### config.mk
export PLATFORM = sky130hd
export DESIGN_NAME = reg_file_ba
export DESIGN_NICKNAME = d
export VERILOG_FILES = /design/src/rtl/reg_file_ba.sv
export SDC_FILE = /design/constraint.sdc
export NUM_CORES = 1
export LEC_CHECK = 0
export CAP_MARGIN = 0
export CORE_ASPECT_RATIO = 2
export CORE_MARGIN = 2
export CORE_UTILIZATION = 35
export DETAILED_ROUTE_END_ITERATION = 8
export GPL_TIMING_DRIVEN = 0
export PLACE_DENSITY = 0.62
export SETUP_SLACK_MARGIN = 0.15
export SYNTH_ARGS = -nofsm -noshare
export SYNTH_HDL_FRONTEND = slang
export SYNTH_SLANG_ARGS = --single-unit
### constraint.sdc
create_clock -name clk -period 7.1 [get_ports clk]
set_input_delay 1.065 -clock clk [delete_from_list [all_inputs] [get_ports clk]]
set_output_delay 1.065 -clock clk [all_outputs]
set_load 0.05 [all_outputs]
### src/rtl/reg_file_ba.sv
// Dual-read, single-write register file with base-address read gating,
// optional write-to-read bypass and a sequential scrub engine that zeroes every register.
module reg_file_ba #(
   parameter int WIDTH  = 32,
   parameter int DEPTH  = 16,
   parameter int AW     = 4,
   parameter bit BYPASS = 1
) (
   input  logic             clk,
   input  logic             clr,
   input  logic             wr_en,
   input  logic [AW-1:0]    wr_addr,
   input  logic [WIDTH-1:0] wr_data,
   input  logic [AW-1:0]    ra_addr,
   input  logic [AW-1:0]    rb_addr,
   input  logic             ba_out,
   input  logic             scrub_req,
   output logic [WIDTH-1:0] ra_data,
   output logic [WIDTH-1:0] rb_data,
   output logic             busy,
   output logic             wr_drop
);

   typedef enum logic {IDLE, SCRUB} state_t;

   state_t           state;
   logic [AW-1:0]    scrub_idx;
   logic [WIDTH-1:0] regs [DEPTH];

   logic             fwd_ok;
   logic [AW-1:0]    last_idx;

   assign last_idx = AW'(DEPTH - 1);

   // Writes are only honoured while idle; a scrub walks scrub_idx once from 0 to DEPTH-1.
   always_ff @(posedge clk) begin
      if (!clr) begin
         for (int i = 0; i < DEPTH; i++) regs[i] <= '0;
         state     <= IDLE;
         scrub_idx <= '0;
         busy      <= 1'b0;
         wr_drop   <= 1'b0;
      end else begin
         case (state)
            IDLE: begin
               wr_drop <= 1'b0;
               if (wr_en) regs[wr_addr] <= wr_data;
               if (scrub_req) begin
                  state     <= SCRUB;
                  scrub_idx <= '0;
                  busy      <= 1'b1;
               end
            end
            SCRUB: begin
               regs[scrub_idx] <= '0;
               wr_drop         <= wr_en;
               if (scrub_idx == last_idx) begin
                  state     <= IDLE;
                  scrub_idx <= '0;
                  busy      <= 1'b0;
               end else begin
                  scrub_idx <= scrub_idx + AW'(1);
               end
            end
            default: begin
               state   <= IDLE;
               busy    <= 1'b0;
               wr_drop <= 1'b0;
            end
         endcase
      end
   end

   assign fwd_ok = BYPASS && !busy && wr_en;

   // Base-address gating beats forwarding, which beats stored contents.
   always_comb begin
      ra_data = regs[ra_addr];
      if (fwd_ok && (wr_addr == ra_addr)) ra_data = wr_data;
      if (ba_out && (ra_addr == '0))      ra_data = '0;

      rb_data = regs[rb_addr];
      if (fwd_ok && (wr_addr == rb_addr)) rb_data = wr_data;
      if (ba_out && (rb_addr == '0))      rb_data = '0;
   end

endmodule

==> flow_summary_export.csv <==
group,metric,value,unit
timing,grt_setup_unrepaired,"false",
yosys,synth_top_cell_area_share,0.5798,
global_routing,gr-usage-all-layers,0.2792,
critical_path,crit_path_max_fanout,10,
run_status,status,"complete, no violations",
die,num_rows,142,
yosys,synth-edff-count,512,
layout,fill_cells,6984,
die,io_pins,115,
yosys,synthFlopType,"edfxtp_1",
cts,cts_tree,"yes",
die,die_h,393.3,um
critical_path,critPathLaunchType,"primary input",
yosys,synth_top_cells_by_count,"519 x nor2_1, 512 x edfxtp_1, 256 x mux4_2",
timing,min_period,6.217,ns
timing,setup_ws,0.8830,ns
layout,drive_gt1_frac,0.1880,
timing,slew_violations,0,
yosys,synth_area_leaders,"edfxtp_1 58%, mux4_2 22%, nor2_1 7.3%",
yosys,syn_inst,1875,
timing,max_freq,0.1609,GHz
yosys,syn_area,0.02652,mm2
global_routing,overflow,0,
layout,finalNetCount,2097,
critical_path,cp.arrival,5.15,ns
yosys,yosysWarnings,0,
pwr,ir_worst_vdd,0.1723,mV
critical_path,cp_data_required_time,6.03,ns
drt,drt_wl_total,108700,um
drt,firstDrtPassIters,8,
yosys,yosysUniqueCellTypes,40,
cts,cts_hold_buf,0,
timing,maxSlewHeadroom,0.1413,
drt,post_drt_wl_per_cell,35.21,um
cts,ctsResizeCount,0,
drt,ant_nets,0,
critical_path,worstSetupEndpointType,"output port",
die,die_w,198.6,um
cts,cts_made_buffers,43,
cts,clk_path_buf_depth,3,
yosys,synth_seq_area_share,0.5851,
drt,drc,0,
timing,tightest_slew,1.288,ns
drt,avgViaCountPerCell,6.425,
run,drv_cap,0,
timing,setup_violations,0,
cts,cts_setup_buffers,0,
layout,multi_input_area,0.01027,mm2
place,hpwl,74850,um
timing,skew,0.02719,ns
yosys,yosysTopAreaCell,"edfxtp_1",
pwr,power.leakage,10.46,nW
global_routing,antenna_found_initial,1,
layout,diodes,0,
pwr,power_density,234.2,mW/mm2
yosys,async_reset_ff_frac,0,
cts,cts.sinks,519,
timing,finalHoldViolations,0,
place,gp_congestion,0.9389,
cts,clockRootBuffer,"clkbuf_16",
cts,insertion_delay,0.61,ns
global_routing,grt_max_degree,24,
yosys,synthesis.nets,1925,
critical_path,crit_type,"primary input to output port",
yosys,ys_seq_elements,519,
cts,htree_levels,2,
place,place_ws,1.042,ns
drt,vias,19840,
drt,drt_iter0_drc,2986,
worst_hold_path,hp-class,"flip-flop to flip-flop",
cts,path_clk_slew,0.07,ns
die,core_area,0.07498,mm2
die,start_util,0.3536,
die,die_area,0.07811,mm2
timing,fin_tns_setup,0,ns
layout,seq_area,0.01551,mm2
timing,min_period_over_period,0.8756,
yosys,synth.most_common_cell,"nor2_1",
yosys,avgSynthCellArea,14.14,um2
layout,area_growth,15.42,%
place,io_buffers,111,
global_routing,grt_pass1_vias,20930,
global_routing,grt_pass1_wl,149300,um
## layer usage
metal  wire length [um]  GRT usage
met4              12380     0.2696
met5                 13          0
met1              30660     0.2726
met2              54560     0.4826
met3              11110    0.05801
## cells in the final DEF (no fill, tap or decap), types with 5 or more instances in the layout
cell type        Yosys  layout
nor2b_1              7       7
edfxtp_1           512     512
a22o_1              64      64
buf_12               0       9
dfxtp_1              7       7
a22oi_1            128     128
clkinv_2             0       7
buf_2               39      39
clkdlybuf4s50_1      0     111
clkinv_1             1      11
nand2_2              0      16
nor2_1             519     519
a21oi_1              5       5
buf_16               0       7
o21ai_0              5       5
clkbuf_16            0      44
clkbuf_1           145     156
buf_1                5       5
nand2_1            132     116
mux4_2             256     256
xor2_1               6       6
## final cells by class
| class | count | area share |
|---|---|---|
| clock inverters | 23 | 0.005233 |
| plain buffers | 190 | 0.02502 |
| inverters | 1 | 0.0001227 |
| clock buffers | 55 | 0.03733 |
| well taps | 1008 | 0.04121 |
| repair buffers | 127 | 0.04849 |
| multi-input cells | 1165 | 0.3356 |
| flip-flops and latches | 519 | 0.5070 |
## worst paths after layout
path,cells past startpoint,end,slack (ns),startpoint
setup / recovery,8,rb_data[25],0.88,rb_addr[3]
hold / removal,2,busy,0.56,busy
setup reg to reg,7,regs[8][18],2.84,state
hold reg to reg,2,busy,0.56,busy
## per-stage QoR
stage | utilization | hold slack (ns) | area, um2 | cells | total power [mW]
6_report | 0.4082 | 0.5567 | 30600 | 3088 | 7.168
5_1_grt | 0.4082 | 0.6312 | 30600 | 3088 | 7.274
4_1_cts | 0.4082 | 0.5541 | 30600 | 3088 | 7.114
3_5_place_dp | 0.3908 | 0.5377 | 29300 | 3010 | 4.832
3_3_place_gp | 0.3853 | 0.5232 | 28890 | 2994 | 4.787
2_1_floorplan | - | 0.5121 | 26520 | 1875 | 4.330
## sequential cells by signal, indices dropped and copies added (netlist names)
register	flops
busy	1
regs	512
scrub_idx	4
state	1
wr_drop	1
## kinds of logic after synthesis
| kind of cell | share of synthesized area |
|---|---|
| adders and majority gates | 0.0004718 |
| AOI/OAI and AO/OA | 0.06408 |
| muxes | 0.2174 |
| DFF | 0.5851 |
| and+or+nand+nor | 0.1012 |
| xor gates and xnor gates | 0.002643 |
| buffers and inverters | 0.02902 |
## worst max-delay path, cell delays in order
cell and delay (ns):
clkdlybuf4s50_1 0.61, buf_1 0.80, clkbuf_1 0.90, mux4_2 0.42, a22oi_1 0.19, nand2_1 0.21, a22o_1 0.23, clkdlybuf4s50_1 0.70
## power by group
part	switching [mW]	total (mW)	internal, mW
sequential	0.0739	3.57	3.49
combinational	0.788	1.23	0.437
clock	1.19	2.37	1.18
total	2.05	7.17	5.12
(Power assumes the default switching activity.)
==> RTL edit: new RTL, same flow settings <==
Change the parameter `BYPASS` from 1 to 0.
--- a/src/rtl/reg_file_ba.sv
+++ b/src/rtl/reg_file_ba.sv
@@ -4,7 +4,7 @@
    parameter int WIDTH  = 32,
    parameter int DEPTH  = 16,
    parameter int AW     = 4,
-   parameter bit BYPASS = 1
+   parameter bit BYPASS = 0
 ) (
    input  logic             clk,
    input  logic             clr,
Check against the original RTL: not equivalent (a bounded check fails within 4 cycles, from zero or initial values).
==> RTL edit against the original RTL <==
  * The run now ends with max-capacitance violations, max-slew violations left
  * Synthesized area grew 1.1%
  * Wire length grew 11%
  * Sequential share of layout area shrank 0.53 points
  * Non-clock buffer count grew 15
  * Sequential cell count is the same
  * Setup slack lost 0.41 ns
  * Power grew 1.6%
  * Design area grew 1.1%
  * Via count grew 7.8%
  * Largest power group unchanged
==> RTL edit: results (changes against the original RTL) <==
[sta] Final Max Tran Viols 11 [was 0]
[grt] maximum number of pins on one net before global-route repair 22 [was 24]
[clock_network] number of buffers added by the clock tree synthesis step 45 [was 43]
[flow_run] max-cap check violation count 1 [was 0]
[sta] maximum clock frequency 151 MHz [was 161 MHz]
[power_and_ir_drop] maximum vdd ir drop 0.000187 V [was 0.000172 V]
[setup_path] endpoint of the worst register-to-register path regs[8][14]$_SDFFCE_PN0P_ [was regs[8][18]$_SDFFCE_PN0P_]
[routing] routed length per placed instance 36.0 um [was 35.2 um]
[outcome] status finished, violations left [was finished clean]
[setup_path] arrival time at the worst endpoint 5.56 ns [was 5.15 ns]
[placement] placed wire-length estimate 84200 um [was 74800 um]
[setup_path] capturing instance or port of the critical path rb_data[20] [was rb_data[25]]
[power_and_ir_drop] switching share of power 0.291 [was 0.286]
[yosys] leading post-synthesis cells by instance count nor2_1, edfxtp_1, mux2_2 [was nor2_1, edfxtp_1, mux4_2]
[routing] average via count per standard cell 6.39 [was 6.42]
[outcome] failing checks max-capacitance violations, max-slew violations
[placement] number of buffers added on ports 110 [was 111]
[grt] wire length of the first global-routing pass 163000 um [was 149000 um]
[final_layout] number of nets in the layout 2351 [was 2097]
[yosys] dominant cells by area after synthesis edfxtp_1, nor2_1, mux2_2, mux4_2, mux2i_1 [was edfxtp_1, mux4_2, nor2_1, a22oi_1, a22o_1]
[placement] worst slack, placed 0.573 ns [was 1.04 ns]
[placement] final weighted congestion in routability-driven placement 1.02 [was 0.939]
[setup_path] start point of the critical path rb_addr[1] [was rb_addr[3]]
[setup_path] setup slack of the most critical reg-to-reg path 2.78 ns [was 2.84 ns]
[yosys] sequential cell area fraction in the yosys report 0.579 [was 0.585]
[yosys] number of nets in the synthesized netlist 2178 [was 1925]
[grt] GR Util All Layers 0.304 [was 0.279]
[final_layout] share of post-route cells with drive strength above 1 0.183 [was 0.188]
RTL edit: cell families after synthesis:
group                      count (synthesis)  synth area share
DFF                                      519             0.579
AOI/OAI and AO/OA                        277            0.0776
and+or+nand+nor                          686             0.100
muxes                                    436             0.212
buffers and inverters                    209            0.0314
adders and majority gates                  1          0.000466
RTL edit: worst min path at each step:
stage                                          from                         to  slack [ns]  cells after the start
after floorplan           scrub_idx[0]$_SDFFE_PN0P_  scrub_idx[0]$_SDFFE_PN0P_        0.51                      2
after global placement            busy$_SDFFE_PN0P_          busy$_SDFFE_PN0P_        0.47                      2
after detailed placement          busy$_SDFFE_PN0P_          busy$_SDFFE_PN0P_        0.48                      2
after CTS                         busy$_SDFFE_PN0P_          busy$_SDFFE_PN0P_        0.50                      2
after global routing              busy$_SDFFE_PN0P_          busy$_SDFFE_PN0P_        0.55                      2
final                             busy$_SDFFE_PN0P_          busy$_SDFFE_PN0P_        0.49                      2
RTL edit: routing by layer:
layer	wire length, um	track usage
met5	13	0
met3	11000	0.0654
met1	36800	0.308
met4	13800	0.294
met2	58900	0.506
RTL edit: layout make-up:
| type | instances | area, um^2 |
|---|---|---|
| well taps | 1015 | 1270 |
| plain buffers | 206 | 830 |
| clock inverters | 27 | 184 |
| flip-flops and latches | 519 | 15500 |
| clock buffers | 51 | 1190 |
| multi-input cells | 1400 | 10500 |
| inverters | 3 | 11.3 |
| repair buffers | 126 | 1420 |
| fillers | 7164 | 44900 |
| diodes | 1 | 2.50 |
RTL edit: metrics by stage:
step | std cells | instance area, um^2 | total power [uW]
after floorplan | 2128 | 26800 | 4300
after global placement | 3253 | 29200 | 4800
after detailed placement | 3269 | 29500 | 4840
after CTS | 3347 | 30900 | 7210
after global routing | 3347 | 30900 | 7380
final | 3348 | 30900 | 7280
